**config.mk**
```make
export PLATFORM = sky130hd
export DESIGN_NAME = imm_gen_stage
export DESIGN_NICKNAME = d
export VERILOG_FILES = /design/src/rtl/imm_pkg.sv /design/src/rtl/imm_extract.sv /design/src/rtl/imm_gen_stage.sv
export SDC_FILE = /design/constraint.sdc
export NUM_CORES = 1
export LEC_CHECK = 0
export CAP_MARGIN = 20
export CORE_ASPECT_RATIO = 0.75
export CORE_MARGIN = 2
export CORE_UTILIZATION = 46
export CTS_CLUSTER_SIZE = 8
export DETAILED_ROUTE_END_ITERATION = 10
export PLACE_DENSITY = 0.74
export RECOVER_POWER = 50
export SYNTH_ARGS = -nofsm -noshare
export SYNTH_HDL_FRONTEND = slang
export SYNTH_SLANG_ARGS = --single-unit
```
**constraint.sdc**
```tcl
create_clock -name clk -period 5.9 [get_ports clk]
set_clock_uncertainty 0.1 [all_clocks]
set_input_delay 0.885 -clock clk [delete_from_list [all_inputs] [get_ports clk]]
set_output_delay 0.885 -clock clk [all_outputs]
set_load 0.005 [all_outputs]
```
**src/rtl/imm_pkg.sv**
```systemverilog
// Shared types and opcode constants for the immediate-generation stage.
// Latency: n/a (package only).
// Backpressure: n/a (package only).
package imm_pkg;

  // Immediate format codes; the encoding is visible on out_fmt.
  typedef enum logic [2:0] {
    FMT_R    = 3'd0,
    FMT_I    = 3'd1,
    FMT_S    = 3'd2,
    FMT_B    = 3'd3,
    FMT_U    = 3'd4,
    FMT_J    = 3'd5,
    FMT_NONE = 3'd7
  } fmt_e;

  // RV32 major opcodes (inst[6:0]) recognised by the decoder.
  localparam logic [6:0] OPC_LUI    = 7'b0110111;
  localparam logic [6:0] OPC_AUIPC  = 7'b0010111;
  localparam logic [6:0] OPC_JAL    = 7'b1101111;
  localparam logic [6:0] OPC_JALR   = 7'b1100111;
  localparam logic [6:0] OPC_LOAD   = 7'b0000011;
  localparam logic [6:0] OPC_OP_IMM = 7'b0010011;
  localparam logic [6:0] OPC_SYSTEM = 7'b1110011;
  localparam logic [6:0] OPC_STORE  = 7'b0100011;
  localparam logic [6:0] OPC_BRANCH = 7'b1100011;
  localparam logic [6:0] OPC_OP     = 7'b0110011;

  localparam logic [15:0] ILLEGAL_CNT_MAX = 16'hFFFF;

  // Map a major opcode to its immediate format; unknown opcodes give NONE.
  function automatic fmt_e opcode_fmt(input logic [6:0] opc);
    fmt_e f;
    case (opc)
      OPC_LUI, OPC_AUIPC:                         f = FMT_U;
      OPC_JAL:                                    f = FMT_J;
      OPC_JALR, OPC_LOAD, OPC_OP_IMM, OPC_SYSTEM: f = FMT_I;
      OPC_STORE:                                  f = FMT_S;
      OPC_BRANCH:                                 f = FMT_B;
      OPC_OP:                                     f = FMT_R;
      default:                                    f = FMT_NONE;
    endcase
    return f;
  endfunction

endpackage

```
**src/rtl/imm_extract.sv**
```systemverilog
// Combinational RV32 immediate extractor: opcode -> format, sign-extended immediate, illegal flag.
// Latency: 0 cycles (pure combinational).
// Backpressure: none; output follows inst_i.
// Ports: inst_i (raw instruction) -> imm_o (XLEN immediate), fmt_o (format code), illegal_o.
module imm_extract
  import imm_pkg::*;
#(
  parameter int XLEN = 32
) (
  input  logic [31:0]     inst_i,
  output logic [XLEN-1:0] imm_o,
  output fmt_e            fmt_o,
  output logic            illegal_o
);

  logic [31:0] imm32;

  always_comb begin
    fmt_o     = opcode_fmt(inst_i[6:0]);
    illegal_o = (fmt_o == FMT_NONE);
    imm32     = '0;
    case (fmt_o)
      FMT_I: imm32 = {{20{inst_i[31]}}, inst_i[31:20]};
      FMT_S: imm32 = {{20{inst_i[31]}}, inst_i[31:25], inst_i[11:7]};
      FMT_B: imm32 = {{19{inst_i[31]}}, inst_i[31], inst_i[7], inst_i[30:25], inst_i[11:8], 1'b0};
      FMT_J: imm32 = {{11{inst_i[31]}}, inst_i[31], inst_i[19:12], inst_i[20], inst_i[30:21], 1'b0};
      FMT_U: imm32 = {inst_i[31:12], 12'b0};
      default: imm32 = '0;
    endcase
  end

  // Every 32-bit immediate has its sign in bit 31, so widening to XLEN
  // is a plain replication of that bit (a no-op when XLEN is 32).
  always_comb begin
    imm_o       = {XLEN{imm32[31]}};
    imm_o[31:0] = imm32;
  end

endmodule

```
**src/rtl/imm_gen_stage.sv**
```systemverilog
// Decode stage: extracts immediates and queues decoded entries in a DEPTH-entry FIFO.
// Latency: 1 cycle from accept to out_valid (entry is read straight from storage).
// Backpressure: in_ready is purely count-based (count < DEPTH); a pop does not free a slot for the same cycle's push.
// Ports: clk/rst (sync, active-high), flush; in_valid/in_ready/in_inst/in_pc;
//        out_valid/out_ready/out_imm/out_fmt/out_illegal/out_inst/out_pc; illegal_cnt.
module imm_gen_stage
  import imm_pkg::*;
#(
  parameter int XLEN  = 32,
  parameter int DEPTH = 2
) (
  input  logic            clk,
  input  logic            rst,
  input  logic            flush,
  input  logic            in_valid,
  output logic            in_ready,
  input  logic [31:0]     in_inst,
  input  logic [XLEN-1:0] in_pc,
  output logic            out_valid,
  input  logic            out_ready,
  output logic [XLEN-1:0] out_imm,
  output logic [2:0]      out_fmt,
  output logic            out_illegal,
  output logic [31:0]     out_inst,
  output logic [XLEN-1:0] out_pc,
  output logic [15:0]     illegal_cnt
);

  localparam int PW = (DEPTH > 1) ? $clog2(DEPTH) : 1;
  localparam int CW = $clog2(DEPTH + 1);

  typedef struct packed {
    logic [XLEN-1:0] imm;
    logic [2:0]      fmt;
    logic            illegal;
    logic [31:0]     inst;
    logic [XLEN-1:0] pc;
  } entry_t;

  // Decode ahead of the FIFO so the stored entry is already complete.
  logic [XLEN-1:0] dec_imm;
  fmt_e            dec_fmt;
  logic            dec_illegal;

  imm_extract #(.XLEN(XLEN)) u_extract (
    .inst_i    (in_inst),
    .imm_o     (dec_imm),
    .fmt_o     (dec_fmt),
    .illegal_o (dec_illegal)
  );

  entry_t          mem_q [DEPTH];
  logic [PW-1:0]   wr_ptr_q, wr_ptr_d;
  logic [PW-1:0]   rd_ptr_q, rd_ptr_d;
  logic [CW-1:0]   count_q, count_d;
  logic [15:0]     illegal_cnt_q, illegal_cnt_d;
  logic            push, pop;
  entry_t          wr_entry;
  entry_t          head;

  function automatic logic [PW-1:0] ptr_inc(input logic [PW-1:0] p);
    return (p == PW'(DEPTH - 1)) ? '0 : p + PW'(1);
  endfunction

  // rst gates in_ready combinationally so nothing is accepted on a reset edge.
  assign in_ready  = (count_q < CW'(DEPTH)) & ~rst;
  assign out_valid = (count_q != '0);
  // A push coinciding with flush is dropped.
  assign push      = in_valid & in_ready & ~flush;
  assign pop       = out_valid & out_ready;

  assign wr_entry = '{imm: dec_imm, fmt: dec_fmt, illegal: dec_illegal, inst: in_inst, pc: in_pc};
  assign head     = mem_q[rd_ptr_q];

  always_comb begin
    wr_ptr_d      = wr_ptr_q;
    rd_ptr_d      = rd_ptr_q;
    count_d       = count_q;
    illegal_cnt_d = illegal_cnt_q;
    if (flush) begin
      wr_ptr_d = '0;
      rd_ptr_d = '0;
      count_d  = '0;
    end else begin
      if (push) wr_ptr_d = ptr_inc(wr_ptr_q);
      if (pop)  rd_ptr_d = ptr_inc(rd_ptr_q);
      case ({push, pop})
        2'b10:   count_d = count_q + CW'(1);
        2'b01:   count_d = count_q - CW'(1);
        default: count_d = count_q;
      endcase
      if (push && dec_illegal && (illegal_cnt_q != ILLEGAL_CNT_MAX))
        illegal_cnt_d = illegal_cnt_q + 16'd1;
    end
  end

  always_ff @(posedge clk) begin
    if (rst) begin
      wr_ptr_q      <= '0;
      rd_ptr_q      <= '0;
      count_q       <= '0;
      illegal_cnt_q <= '0;
    end else begin
      wr_ptr_q      <= wr_ptr_d;
      rd_ptr_q      <= rd_ptr_d;
      count_q       <= count_d;
      illegal_cnt_q <= illegal_cnt_d;
    end
  end

  // Storage needs no reset: outputs are masked whenever the FIFO is empty.
  always_ff @(posedge clk) begin
    if (push) mem_q[wr_ptr_q] <= wr_entry;
  end

  // Empty FIFO presents the idle values (zeros, format NONE); a stalled head
  // stays put because rd_ptr_q only moves on a pop.
  always_comb begin
    out_imm     = '0;
    out_fmt     = FMT_NONE;
    out_illegal = 1'b0;
    out_inst    = '0;
    out_pc      = '0;
    if (out_valid) begin
      out_imm     = head.imm;
      out_fmt     = head.fmt;
      out_illegal = head.illegal;
      out_inst    = head.inst;
      out_pc      = head.pc;
    end
  end

  assign illegal_cnt = illegal_cnt_q;

endmodule

```
# Yosys cells after proc, flatten, opt, wreduce, memory -nomap -nowiden
# Memory sizes are Yosys's and may differ from the RTL's. A register that Yosys moved wholly into a read port is not among the register bits.
# Index checks and enable logic that the tools add are counted.
# op_classes
n_addsub,5
mul,0
div_mod_pow,0
magnitude_cmp,1
eq_ne,19
n_shift,0
muxes,14
bitwise,6
reduce_logical,8
# ops
op,count
32-bit one-hot mux with 5 select lines,1
32-bit 2-to-1 mux,3
7-bit == test (second input constant),4
7-bit by 6-bit == test with 1-bit output (second input constant),3
3-bit one-hot mux with 6 select lines,1
16-bit by 1-bit adder with 16-bit output (second input constant),1
16-bit inequality test (second input constant),1
7-bit by 5-bit == test with 1-bit output (second input constant),2
3-bit == test (second input constant),3
7-bit by 2-bit == test with 1-bit output (second input constant),1
1-bit 2-to-1 mux,7
3-bit by 2-bit == test with 1-bit output (second input constant),2
1-bit AND,4
2-bit one-hot mux with 2 select lines,1
2-bit nonzero test,2
2-bit OR reduction,2
4-bit OR reduction,1
3-bit by 1-bit == test with 1-bit output (second input constant),1
3-bit 2-to-1 mux,1
1-bit adder (second input constant),2
2-bit by 1-bit adder with 2-bit output (second input constant),1
2-bit by 1-bit == test with 1-bit output (second input constant),1
2-bit == test (second input constant),1
1-bit logical AND,2
4 further kinds,5
# word_totals
register_bits,20
latch_bits,0
mem_bits_rw,200
romBits,0
out_inout_bits,118
wordCells,58
mem_count,1
# mem_list
memory,words,word_bits,rd,rd_clocked_by_memory_dff,write_ports,line_no,text
mem_q,2,100,1,1,1,imm_gen_stage.sv:52,entry_t mem_q [DEPTH];

# Depth between registers and ports, before layout
# logic_depth
depth_word,7
mapped_depth,8

# Hierarchy
# A second synthesis with hierarchy kept.
# hier_totals
cells_unflattened,641
hier_area_um2,9257.6
# by_module_without_submodules
mod,instances,cells_per_inst,area_per_inst_um2,seq_area_each_um2
imm_gen_stage,1,551,8612.0,6426.2
imm_extract,1,90,645.6,0.0

# Least setup slack after synthesis
# OpenSTA, ideal clock, no wires.
# synth_path
path_kind,input-to-reg
from,in flush
to,mem mem_q[0][0] (netlist name) (enable)
setup_ps,559
t_arrival_ps,5420
required_time_ps,5241
path_slack_ps,-179
path_stages,3
path_buffers,0
cell_sequence,nor4b_4 -> inv_2 -> nor2_1
# synth_via
elab_chain_cells,4
# synth_lines
element,line_no,text
from (decl),imm_gen_stage.sv:14,"input logic flush,"
1-bit NOT (no source line),n/a,
1-bit AND,imm_gen_stage.sv:69,assign push = in_valid & in_ready & ~flush;
1-bit 2-to-1 mux,imm_gen_stage.sv:113,if (push) mem_q[wr_ptr_q] <= wr_entry;
1-bit 2-to-1 mux (implied by the code),imm_gen_stage.sv:113,
to (decl),imm_gen_stage.sv:52,
# Every way passes these cells.

# Final worst setup path
# layout_path
from,in rst
to,mem mem_q[0][80] (netlist name) (enable)
# layout_via
elab_chain_cells,6
# layout_lines
element,line_no,text
from (decl),imm_gen_stage.sv:13,"input logic rst,"
1-bit NOT,imm_gen_stage.sv:66,assign in_ready = (count_q < CW'(DEPTH)) & ~rst;
1-bit AND,imm_gen_stage.sv:66,
1-bit AND (2 in a row),imm_gen_stage.sv:69,
1-bit 2-to-1 mux,imm_gen_stage.sv:113,
1-bit 2-to-1 mux (implied by the code),imm_gen_stage.sv:113,
# Every way passes these cells.

==> flow_metrics.env <==
export IMPL_run_status="finished, violations left"
export IMPL_violations="capacitance limit, slew limit"
export IMPL_synthArstFlopShare_pct=0
export IMPL_coreArea_um2=19300
export IMPL_rows=44
export IMPL_yosys_area_top_type="edfxtp_1"
export IMPL_cts_max_path_buffers=3
export IMPL_netlist_area_um2=9070
export IMPL_rsz0062_at_grt="no"
export IMPL_grt_pass1_wl_um=31700
export IMPL_worstPathArrival_ns=4.72
export IMPL_synth_most_common_cell="edfxtp_1"
export IMPL_die_y_um=126
export IMPL_final_hold_violation_count=0
export IMPL_antenna_found_initial=0
export IMPL_grt_max_degree=101
export IMPL_place_gp_congestion=0.858
export IMPL_grt_pass1_vias=5841
export IMPL_fillers=1390
export IMPL_dp_hpwl_um=13300
export IMPL_p_leak_nw=4.08
export IMPL_max_vdd_ir_drop_mv=0.200
export IMPL_drive_gt1_share_pct=5.40
export IMPL_powerDensity_nw_per_um2=287
export IMPL_comb_power_share_pct=5.1
export IMPL_die_area_um2=20900
export IMPL_cp_start_kind="primary input"
export IMPL_cts_setup_buffers=0
export IMPL_timing_hold_ws_ns=0.417
export IMPL_pwr_share_clk_pct=44.0
export IMPL_period_minus_slack_ns=4.74
export IMPL_postPlaceCellArea_um2=11200
export IMPL_r2r_end="mem_q[0][80]"
export IMPL_drv_cap=1
export IMPL_clock_latency_ns=0.53
export IMPL_min_delay_start="illegal_cnt[13]"
export IMPL_pin_count=187
export IMPL_grt_overflow=0
export IMPL_endpoint_kind="register"
export IMPL_start_util_pct=46.9
export IMPL_rrSetupSlack_ns=2.03
export IMPL_yosys_cell_types_count=48
export IMPL_setup_viol=0
export IMPL_seq_area_frac_synth_pct=70.9
export IMPL_worst_hold_path_type="reg -> reg"
export IMPL_vias=5860
export IMPL_port_buffers=186
export IMPL_via_per_inst=5.40
export IMPL_first_pass_iters=5
export IMPL_synth_top_area_share_pct=66.2
export IMPL_syn_area_per_cell_um2=14.3
export IMPL_ys_ff_latch=221
export IMPL_synth_edf_count=200
export IMPL_cts_sinks=221
export IMPL_ant_nets=0
export IMPL_post_cts_resized=0
export IMPL_timing_rr_start="count_q[1]"
export IMPL_avgRoutedWirePerCell_um=18.7
export IMPL_intPower_mw=2.76
export IMPL_wirelength_um=20400
export IMPL_yosys_most_used_dff="edfxtp_1"
export IMPL_utilization_pct=62.0
export IMPL_seqPwrFrac_pct=50.8
export IMPL_holdPathEnd="illegal_cnt[13]"
export IMPL_postLayoutCellArea_um2=12000
export IMPL_p_switching_mw=0.677
export IMPL_drc=0
export IMPL_cts_buffers=31
export IMPL_relSlewSlack_pct=-77.6
export IMPL_synth_common_cells="200 x edfxtp_1, 112 x nor2_1, 101 x mux2i_1"
export IMPL_area_delta_synth_final_pct=32.2
export IMPL_finalNetCount=893
export IMPL_synth_area_leaders="edfxtp_1 66%, mux2i_1 11%, dfxtp_1 4.6%"
export IMPL_path_max_fanout=100
export IMPL_setup_tns_ns=0
export IMPL_track_usage_pct=19.1
export IMPL_worstRegToRegCells=4
export IMPL_htree_num_levels=1
export IMPL_drv_slew=101
export IMPL_root_buffer="clkbuf_16"
export IMPL_required_ns=5.88
export IMPL_cts_hold_buf=0
export IMPL_min_delay_path_depth=2
export IMPL_period_share_pct=80.4
export IMPL_drt_iter0_markers=438
export IMPL_fp_dieW_um=166
export IMPL_worst_pin_slew_ns=2.66
export IMPL_total_power_mw=3.44
export IMPL_critPathKind="in -> reg"
export IMPL_cts_tree="yes"
export IMPL_num_antenna_cells=0
export IMPL_switching_share_pct=19.7
export IMPL_cts_reportedPaths_clkPinSlew_ns=0.05
export IMPL_synthCells=632
export IMPL_synth_fp_nets=703
export IMPL_max_freq_mhz=211
export IMPL_yosysWarnings=0
area by class of cell:
cell class / instances / area (um^2) / area share [%]
multi-input cells: 369 / 2480 / 20.7
inverters: 7 / 26.3 / 0.219
flip-flops and latches: 221 / 6430 / 53.6
clock buffers: 43 / 821 / 6.85
clock inverters: 1 / 5.00 / 0.0417
repair buffers: 192 / 1900 / 15.9
well taps: 253 / 317 / 2.64
how the worst max path moves through the flow:
stage               start      endpoint  slack, ns  depth (start not counted)
5_1_grt               rst  mem_q[0][48]       0.85                          5
3_5_place_dp          rst  mem_q[1][13]       1.99                          4
4_1_cts        count_q[1]    out_imm[0]       1.85                          4
6_report              rst  mem_q[0][80]       1.16                          5
2_1_floorplan       flush   mem_q[0][0]       1.51                          3
3_3_place_gp          rst  mem_q[1][13]       2.10                          4
per-layer routing:
| metal | routed length (um) | GRT usage, % |
|---|---|---|
| met5 | 0 | 0 |
| met4 | 443 | 5.17 |
| met3 | 1150 | 4.02 |
| met1 | 9260 | 26.3 |
| met2 | 9500 | 31.2 |
cell families after synthesis:
logic type	Yosys count	share of synthesized area (%)
xor gates and xnor gates	7	0.676
muxes	104	11.5
and+or+nand+nor	190	9.82
DFF	221	70.9
AOI/OAI and AO/OA	66	5.08
buffers and inverters	42	1.77
adders and majority gates	2	0.276
stage by stage:
| step | std cells | setup WS (ns) |
|---|---|---|
| after floorplan | 632 | 1.51 |
| after global placement | 1042 | 2.10 |
| after detailed placement | 1042 | 1.99 |
| after CTS | 1086 | 1.85 |
| after global routing | 1086 | 0.851 |
| final | 1086 | 1.16 |
registers in the layout (all words and copies together) (netlist names), named ones only:
name / flops
illegal_cnt: 16
rd_ptr_q: 1
count_q: 2
mem_q: 200
wr_ptr_q: 1
critical path: stages:
cell           delay [ns]
dlygate4sd3_1        0.84
nor4b_1              0.54
clkinv_1             0.32
nor2_4               0.15
clkbuf_2             1.90
power groups by stage:
stage	combinational, mW	clock (mW)	sequential (mW)
6_report	0.176	1.52	1.75
5_1_grt	0.190	1.61	1.75
4_1_cts	0.188	1.54	1.75
3_5_place_dp	0.186	0	1.78
3_3_place_gp	0.180	0	1.77
2_1_floorplan	0.0707	0	1.78
cell usage in the layout, fill, tap and decap left out, types with 3 or more instances in the layout:
master           count
edfxtp_1           200
nor2_1             110
clkdlybuf4s50_1    105
mux2i_1            101
dlygate4sd3_1       81
clkbuf_16           31
a21o_1              20
dfxtp_1             20
nand2_1             18
a21oi_1             15
nor2b_1             13
clkbuf_1            12
nand3_1              8
nor3_1               8
inv_1                6
o21ai_0              6
or4_1                6
xnor2_1              5
o31ai_1              5
buf_4                5
and3_1               4
nand4_1              4
a22o_1               4
a31oi_1              3
nor4b_1              3
mux2_2               3
o311ai_0             3
No activity file was read; power rests on OpenSTA's default activity.
